[src/rtl/serial_alu_pkg.sv]
// serial_alu_pkg: op codes, FSM states and op-class helpers for the bit-serial ALU
package serial_alu_pkg;
  typedef enum logic [1:0] {ST_IDLE, ST_RUN, ST_SHIFT} state_t;
  localparam logic [2:0] F3_ADD  = 3'b000;
  localparam logic [2:0] F3_SLL  = 3'b001;
  localparam logic [2:0] F3_SLT  = 3'b010;
  localparam logic [2:0] F3_SLTU = 3'b011;
  localparam logic [2:0] F3_XOR  = 3'b100;
  localparam logic [2:0] F3_SR   = 3'b101;
  localparam logic [2:0] F3_OR   = 3'b110;
  localparam logic [2:0] F3_AND  = 3'b111;
  function automatic logic is_shift(input logic [3:0] ctl);
    return ctl[2:0] == F3_SLL || ctl[2:0] == F3_SR;
  endfunction
  function automatic logic is_inv(input logic [3:0] ctl);
    return ctl == 4'b1000 || ctl[2:0] == F3_SLT || ctl[2:0] == F3_SLTU;
  endfunction
endpackage

[src/rtl/serial_alu_bitslice_adder.sv]
// bitslice_adder: one full-adder slice with its carry flop
module bitslice_adder (
  input  logic clk,
  input  logic rst,
  input  logic init_en,
  input  logic init_val,
  input  logic en,
  input  logic a,
  input  logic b,
  input  logic inv_b,
  output logic sum,
  output logic carry
);
  logic w_b;
  assign w_b = b ^ inv_b;
  assign sum = a ^ w_b ^ carry;
  always_ff @(posedge clk)
    carry <= rst ? 1'b0 : init_en ? init_val : en ? (a & w_b) | (a & carry) | (w_b & carry) : carry;
endmodule

[src/rtl/serial_alu.sv]
// serial_alu: LSB-first bit-serial RV32I ALU with parallel operands and result
module serial_alu
  import serial_alu_pkg::*;
#(
  parameter int XLEN = 32,
  parameter int CNTW = 5
) (
  input  logic            w_clk,
  input  logic            w_rst,
  input  logic            w_start,
  input  logic [3:0]      w_ctl,
  input  logic [XLEN-1:0] w_a,
  input  logic [XLEN-1:0] w_b,
  output logic            r_busy,
  output logic            r_done,
  output logic [XLEN-1:0] r_rslt
);
  state_t            r_state;
  logic [XLEN-1:0]   r_a, r_b, r_res;
  logic [3:0]        r_ctl;
  logic [CNTW-1:0]   r_cnt;
  logic              w_sum, w_carry, w_inv, w_bi, w_cout, w_bit, w_last;
  logic [XLEN-1:0]   w_word, w_sh;
  logic [CNTW-1:0]   w_n;
  logic [2:0]        w_f3;
  assign w_f3   = r_ctl[2:0];
  assign w_inv  = is_inv(r_ctl);
  assign w_bi   = r_b[0] ^ w_inv;
  assign w_cout = (r_a[0] & w_bi) | (r_a[0] & w_carry) | (w_bi & w_carry);
  assign w_n    = r_b[CNTW-1:0];
  assign w_last = r_cnt == CNTW'(XLEN - 1);
  bitslice_adder u_add (
    .clk      (w_clk),
    .rst      (w_rst),
    .init_en  (r_state == ST_IDLE && w_start),
    .init_val (is_inv(w_ctl)),
    .en       (r_state == ST_RUN),
    .a        (r_a[0]),
    .b        (r_b[0]),
    .inv_b    (w_inv),
    .sum      (w_sum),
    .carry    (w_carry)
  );
  always_comb begin
    w_bit  = w_f3 == F3_XOR ? r_a[0] ^ r_b[0] :
             w_f3 == F3_OR  ? r_a[0] | r_b[0] :
             w_f3 == F3_AND ? r_a[0] & r_b[0] : w_sum;
    // at the last bit r_a[0]/r_b[0] hold the operand sign bits
    w_word = w_f3 == F3_SLT  ? {{(XLEN-1){1'b0}}, (r_a[0] != r_b[0]) ? r_a[0] : w_sum} :
             w_f3 == F3_SLTU ? {{(XLEN-1){1'b0}}, ~w_cout} : {w_bit, r_res[XLEN-1:1]};
    w_sh   = w_f3 == F3_SLL ? {r_a[XLEN-2:0], 1'b0} : {r_ctl[3] & r_a[XLEN-1], r_a[XLEN-1:1]};
  end
  always_ff @(posedge w_clk) begin
    if (w_rst) begin
      r_state <= ST_IDLE;
      r_busy  <= 1'b0;
      r_done  <= 1'b0;
      r_rslt  <= '0;
      r_a     <= '0;
      r_b     <= '0;
      r_res   <= '0;
      r_ctl   <= '0;
      r_cnt   <= '0;
    end else begin
      r_done <= 1'b0;
      case (r_state)
        ST_IDLE: if (w_start) begin
          r_a     <= w_a;
          r_b     <= w_b;
          r_ctl   <= w_ctl;
          r_cnt   <= '0;
          r_busy  <= 1'b1;
          r_state <= is_shift(w_ctl) ? ST_SHIFT : ST_RUN;
        end
        ST_RUN: begin
          r_a   <= r_a >> 1;
          r_b   <= r_b >> 1;
          r_res <= {w_bit, r_res[XLEN-1:1]};
          r_cnt <= r_cnt + 1'b1;
          if (w_last) begin
            r_rslt  <= w_word;
            r_busy  <= 1'b0;
            r_done  <= 1'b1;
            r_state <= ST_IDLE;
          end
        end
        ST_SHIFT: if (w_n == '0) begin
          r_rslt  <= r_a;
          r_busy  <= 1'b0;
          r_done  <= 1'b1;
          r_state <= ST_IDLE;
        end else begin
          r_a   <= w_sh;
          r_cnt <= r_cnt + 1'b1;
          if (r_cnt == w_n - 1'b1) begin
            r_rslt  <= w_sh;
            r_busy  <= 1'b0;
            r_done  <= 1'b1;
            r_state <= ST_IDLE;
          end
        end
        default: r_state <= ST_IDLE;
      endcase
    end
  end
endmodule

[config.mk]
export PLATFORM = sky130hd
export DESIGN_NAME = serial_alu
export DESIGN_NICKNAME = d
export VERILOG_FILES = /design/src/rtl/serial_alu_pkg.sv /design/src/rtl/serial_alu_bitslice_adder.sv /design/src/rtl/serial_alu.sv
export SDC_FILE = /design/constraint.sdc
export NUM_CORES = 1
export LEC_CHECK = 0
export ABC_CLOCK_PERIOD_IN_PS = 2500
export CAP_MARGIN = 30
export CELL_PAD_IN_SITES_DETAIL_PLACEMENT = 0
export CELL_PAD_IN_SITES_GLOBAL_PLACEMENT = 2
export CORE_MARGIN = 2
export CORE_UTILIZATION = 30
export CTS_CLUSTER_SIZE = 24
export DETAILED_ROUTE_END_ITERATION = 8
export GPL_ROUTABILITY_DRIVEN = 0
export PLACE_DENSITY = 0.74
export SLEW_MARGIN = 15
export SYNTH_ARGS = -nofsm -noshare
export SYNTH_HDL_FRONTEND = slang
export SYNTH_SLANG_ARGS = --single-unit
[constraint.sdc]
create_clock -name w_clk -period 2.5 [get_ports w_clk]
set_clock_uncertainty 0.15 [all_clocks]
set_input_delay 0.375 -clock w_clk [delete_from_list [all_inputs] [get_ports w_clk]]
set_output_delay 0.375 -clock w_clk [all_outputs]
set_load 0.1 [all_outputs]
# Word level (Yosys, flattened, before mapping)
# Cells that the tools add are included.
[word_totals]
regBits = 142
input_bits = 71
output_inout_bits = 34
elab_cells = 100
[classes]
add_sub_neg = 2
n_eq_ne = 21
mux = 36
bitwise_logic = 13
n_reduce_logical = 18
[op_table]
columns = ["op", "count"]
rows = [
  ["$mux 32", 9],
  ["$pmux 32 s2", 2],
  ["$pmux 32 s3", 1],
  ["$pmux 5 s3", 1],
  ["$mux 1", 13],
  ["$eq 3x2->1 const B", 4],
  ["$eq 3x3->1 const B", 4],
  ["$mux 2", 5],
  ["$mux 5", 2],
  ["$reduce_and 3->1", 3],
  ["$eq 4x4->1 const B", 2],
  ["$eq 3x1->1 const B", 2],
  ["$ne 2x2->1 const B", 3],
  ["$pmux 2 s3", 1],
  ["$reduce_bool 2->1", 3],
  ["$add 5x1->5 const B", 1],
  ["$and 1x1->1", 5],
  ["$eq 5x5->1", 1],
  ["$eq 5x5->1 const B", 1],
  ["$logic_not 5->1", 1],
  ["$logic_or 1x1->1", 5],
  ["$sub 5x1->5 const B", 1],
  ["$reduce_and 2->1", 2],
  ["$reduce_and 4->1", 1],
  ["12 further kinds", 17],
]

# Longest topological paths before layout
# Gate-level depths: netlist (run 1).
[logic_depth]
word_depth = 13
ltp_mapped = 11
ltp_nobuf = 11

# Modules after synthesis
# From an unflattened synthesis (run 1), not the netlist that was laid out.
[hier_totals]
cells_unflattened = 840
area_unflattened_um2 = 7240.7
[modules_own_cells]
columns = ["module", "instances", "cells_per_inst", "area_per_inst_um2", "seq_area_each_um2"]
rows = [
  ["serial_alu", 1, 830, 7144.4, 2802.7],
  ["bitslice_adder", 1, 10, 96.3, 20.0],
]

# Least setup slack after synthesis (run 1)
# No wires, ideal clock.
[synth_path]
path_type = "reg-to-reg"
from = "reg r_b[0]"
to = "reg r_busy"
setup_ps = 71
t_arrival_ps = 2332
required_ps = 2279
slack_ps = -53
path_stages_with_launch = 9
period_less_slack_ps = 2553
path_cell_list = "dfxtp_1 -> inv_1 -> ha_1 -> xnor2_1 -> nor4_4 -> a31oi_2 -> a311o_1 -> or4_1 -> a21oi_1"
[synth_between]
elab_chain_len = 4
[synth_lines]
columns = ["element", "line_no", "text"]
rows = [
  ["start: declaration", "serial_alu.sv:19", "logic [XLEN-1:0] r_a, r_b, r_res;"],
  ["start signal: assignment", "serial_alu.sv:69", "r_b <= w_b;"],
  ["start signal: assignment", "serial_alu.sv:77", "r_b <= r_b >> 1;"],
  ["$sub 5x1->5", "serial_alu.sv:95", "if (r_cnt == w_n - 1'b1) begin"],
  ["$eq 5x5->1", "serial_alu.sv:95", ""],
  ["$ne 3x3->1 (no line)", "--", ""],
  ["$reduce_and 4->1 (no line)", "--", ""],
  ["end signal: assignment", "serial_alu.sv:82", "r_busy <= 1'b0;"],
  ["end signal: assignment", "serial_alu.sv:89", "r_busy <= 1'b0;"],
  ["end signal: assignment", "serial_alu.sv:97", "r_busy <= 1'b0;"],
  ["end: declaration", "serial_alu.sv:14", "output logic r_busy,"],
]
# Several ways; a longest one is shown, not always the timed one.
# A chain may end at the register's enable or synchronous reset.

# Worst setup path after layout (run 1)
[layout_path]
from = "reg r_b[0]"
to = "reg r_rslt[0]"
[layout_between]
elab_chain_len = 9
[layout_lines]
columns = ["element", "line_no", "text"]
rows = [
  ["branches (longest 9 deep; another with $sub 5x1->5)", "--", ""],
  ["end signal: assignment", "serial_alu.sv:81", "r_rslt <= w_word;"],
  ["end signal: assignment", "serial_alu.sv:88", "r_rslt <= r_a;"],
  ["end signal: assignment", "serial_alu.sv:96", "r_rslt <= w_sh;"],
  ["end: declaration", "serial_alu.sv:16", "output logic [XLEN-1:0] r_rslt"],
]
# Parallel ways; which one is timed is not known. The select of a mux whose other input is x is not followed.

==> results of run 1 <==
==> power by group through the flow <==
| stage | Combinational, mW | Sequential [mW] | Clock [mW] |
|---|---|---|---|
| finish | 2.46 | 2.73 | 2.77 |
| global route | 2.68 | 2.76 | 2.94 |
| CTS | 2.39 | 2.72 | 2.86 |
| detailed placement | 2.38 | 2.77 | 0 |
| global placement | 2.37 | 2.78 | 0 |
| floorplan | 1.20 | 3.27 | 0 |
==> worst max-delay path: cells and delay by family (launching register included) <==
| family | cells | cell delay (ns) |
|---|---|---|
| flip-flops | 1 | 0.33 |
| adder cells (fa/ha/maj) | 1 | 0.18 |
| buffers and inverters | 3 | 0.41 |
| multiplexers | 1 | 0.18 |
| AO/OA/AOI/OAI | 2 | 0.49 |
| AND/OR/NAND/NOR | 3 | 0.55 |
==> cells in the final DEF, fill, tap and decap left out, types with 2 or more instances in the layout <==
cell             synthesis  final
a211oi_1                95     95
a21oi_1                 49     49
a22oi_1                 62     62
a311oi_1                 2      2
and2_1                   2      2
buf_12                   0     10
buf_4                    0     59
bufinv_16                0      3
clkbuf_16                0     19
clkdlybuf4s50_1          0     69
clkinv_4                 0      2
dfxtp_1                141    139
dfxtp_2                  0      2
ha_1                     9      6
ha_4                     0      2
inv_1                   10     10
inv_6                    0      5
inv_8                    0      4
mux2i_1                 95     95
nand2_1                 49     49
nand3_1                  4      4
nand3b_1                 2      2
nor2_1                 166    165
nor2b_1                  8      8
nor3_1                   3      2
nor3b_1                  3      3
o21ai_0                 35     35
o22ai_1                  2      2
o32ai_1                  2      2
or4_1                    2      2
xnor2_1                  3      2
xnor2_2                  2      3
==> cells in the mapped netlist, drive strengths merged (3+ instances only) <==
cell type / n
a211oi: 95
a21oi: 49
a22oi: 62
a311oi: 3
buf: 15
clkbuf: 63
dfxtp: 141
ha: 9
inv: 10
mux2i: 95
nand2: 49
nand3: 4
nor2: 166
nor2b: 8
nor3: 3
nor3b: 3
o21ai: 36
xnor2: 5
==> cells by family after synthesis <==
group | synth area share [%]
buf+inv | 5.61
flops | 39.3
fa+ha+maj | 1.85
compound gates | 24.5
mux | 13.4
xor+xnor | 1.06
simple gates | 14.3
==> flip-flops by register name, indices dropped and copies added (netlist names) <==
name and cells:
r_state 2, r_busy 1, r_rslt 32, r_a 32, r_done 1, r_res 31, r_b 32, u_add.carry 1
r_ctl 4, r_cnt 5
==> worst max-delay path by stage <==
stage / cells after the start / startpoint / to / slack [ns]
finish: 10 / r_b[0] / r_rslt[0] / 0.06
global route: 10 / r_b[0] / r_rslt[0] / -0.009
CTS: 9 / r_b[0] / r_rslt[0] / 0.006
detailed placement: 8 / r_b[0] / r_busy / 0.03
global placement: 9 / r_b[1] / r_rslt[0] / 0.06
floorplan: 8 / r_b[0] / r_busy / -0.004
==> cell type report <==
| cell class | count | area [um2] |
|---|---|---|
| clock inverters | 14 | 196 |
| inverters | 10 | 37.5 |
| well taps | 319 | 399 |
| clock buffers | 18 | 439 |
| multi-input cells | 617 | 4040 |
| fillers | 2388 | 14100 |
| repair buffers | 141 | 1400 |
| flip-flops and latches | 141 | 2830 |
==> what timing repair did <==
action,4_1_cts,5_1_grt
endpoints found under the setup margin,0,35
hold endpoints to repair,0,0
hold buffers,0,0
buffers inserted,0,3
gates resized for setup,0,13
==> through the flow <==
step                area (um2)  setup TNS (ns)
global route              9330         -0.0165
floorplan                 7190        -0.00402
CTS                       9190               0
global placement          8550               0
detailed placement        8550               0
finish                    9330               0
==> per-layer routing <==
metal	up-vias	track usage, %	share of wire, %
met4	0	4.63	0.84
met1	2841	25.5	55
met2	94	21.5	41
met5	-	0	0
met3	13	3.08	3.6
li1	3223	-	-
==> results_dict.tcl, run 1 <==
set metrics [dict create \
    status "completed" \
    grt_usage_pct 16.1 \
    drtPass1Iterations 4 \
    vias 6171 \
    whs_ns 0.279 \
    ios 105 \
    grt_pass1_vias 5755 \
    yosysWarnings 0 \
    vdd_ir_drop_max_mv 0.394 \
    final_max_slew_viol_count 0 \
    p_switching_mw 2.95 \
    period_share_pct 97.4 \
    dp_slack_ns 0.0266 \
    relSlewSlack_pct 53.6 \
    async_flop_share_pct 0 \
    power_frac_clock_pct 34.8 \
    numCtsBuffers 17 \
    avgRoutedWirePerCell_um 16.3 \
    clkSlewWorstSetupHoldPaths_ns 0.06 \
    hold_start "w_rst" \
    overflow 0 \
    cp_cell_sequence "inv_1 > ha_4 > nor4bb_2 > nor4_4 > a31oi_2 > a311oi_4 > buf_6 > buf_12 > mux2i_1 > nor2_1" \
    swShare_pct 37.1 \
    maxCapViolCount 0 \
    p_total_mw 7.96 \
    vias_per_cell 4.90 \
    hp-class "input port to flip-flop" \
    numPortBuffers 104 \
    cpPeakStageDelay_ns 0.33 \
    routed_wl_um 20500 \
    syn_inst 846 \
    synth_area_um2 7180 \
    hpwl_um 13000 \
    clock_path_buffers 2 \
    die_x_um 159 \
    n_antenna_cell 0 \
    worstPathRequired_ns 2.64 \
    p_leak_nw 3.47 \
    cp_slowest_cell "dfxtp_1" \
    drtAntennaViolNets 0 \
    internal-power_mw 5.01 \
    drc 0 \
    fp.coreArea_um2 23500 \
    yosysUniqueCellTypes 48 \
    clock_latency_ns 0.43 \
    synth_top_area_share_pct 39.3 \
    synth-seq-cells 141 \
    grt_max_degree 79 \
    fp-row-count 56 \
    fin_ws_ns 0.0639 \
    layout.core_utilization_pct 39.7 \
    synth_area_leaders "dfxtp_1 39%, mux2i_1 13%, a211oi_1 9.9%" \
    fmax_mhz 410 \
    power.density_nw_per_um2 853 \
    p_seq_share_pct 34.2 \
    setup_violations 0 \
    post-route-min-period_ns 2.44 \
    h-tree-depth 4 \
    synth-main-ff-cell "dfxtp_1" \
    fin_cells 1260 \
    die_y_um 159 \
    area_growth_pct 29.9 \
    combPwrFrac_pct 30.9 \
    nets 1009 \
    yosysSeqAreaShare_pct 39.3 \
    synth.avg_cell_area_um2 8.49 \
    whs_endpoint "u_add.carry" \
    finalHoldViolations 0 \
    dp_cells 1222 \
    rrSetupSlack_ns 0.06 \
    grt_pass1_wl_um 31900 \
    hold_depth 2 \
    tightest_slew_ns 0.693 \
    reg2reg_depth 10 \
    dieArea_um2 25200 \
    r2r_end "r_rslt[0]" \
    antenna_found_initial 0 \
    drtIter0Drc 440 \
    drive_above_1_share_pct 13.3 \
    synth_edf_count 0 \
    path_max_fanout 8 \
    synth_nets 927 \
    startpoint_type "flip-flop" \
    synth_top_cell_by_area "dfxtp_1" \
    tritoncts "built" \
    crit_type "flip-flop to flip-flop" \
    start_util_pct 30.6 \
    end_kind "flip-flop" \
    cts_sinks 141 \
    worstPathArrival_ns 2.58 \
    root_buffer "clkbuf_16" \
    r2r-start "r_b[0]" \
]
Note: power is estimated with default switching activity, not from simulation.
==> run 2, diff against run 1 <==
SLEW_MARGIN = 20   (was 15)
==> results of run 2 <==
No change in the layout: final DEF, timing and power equal those of run 1.
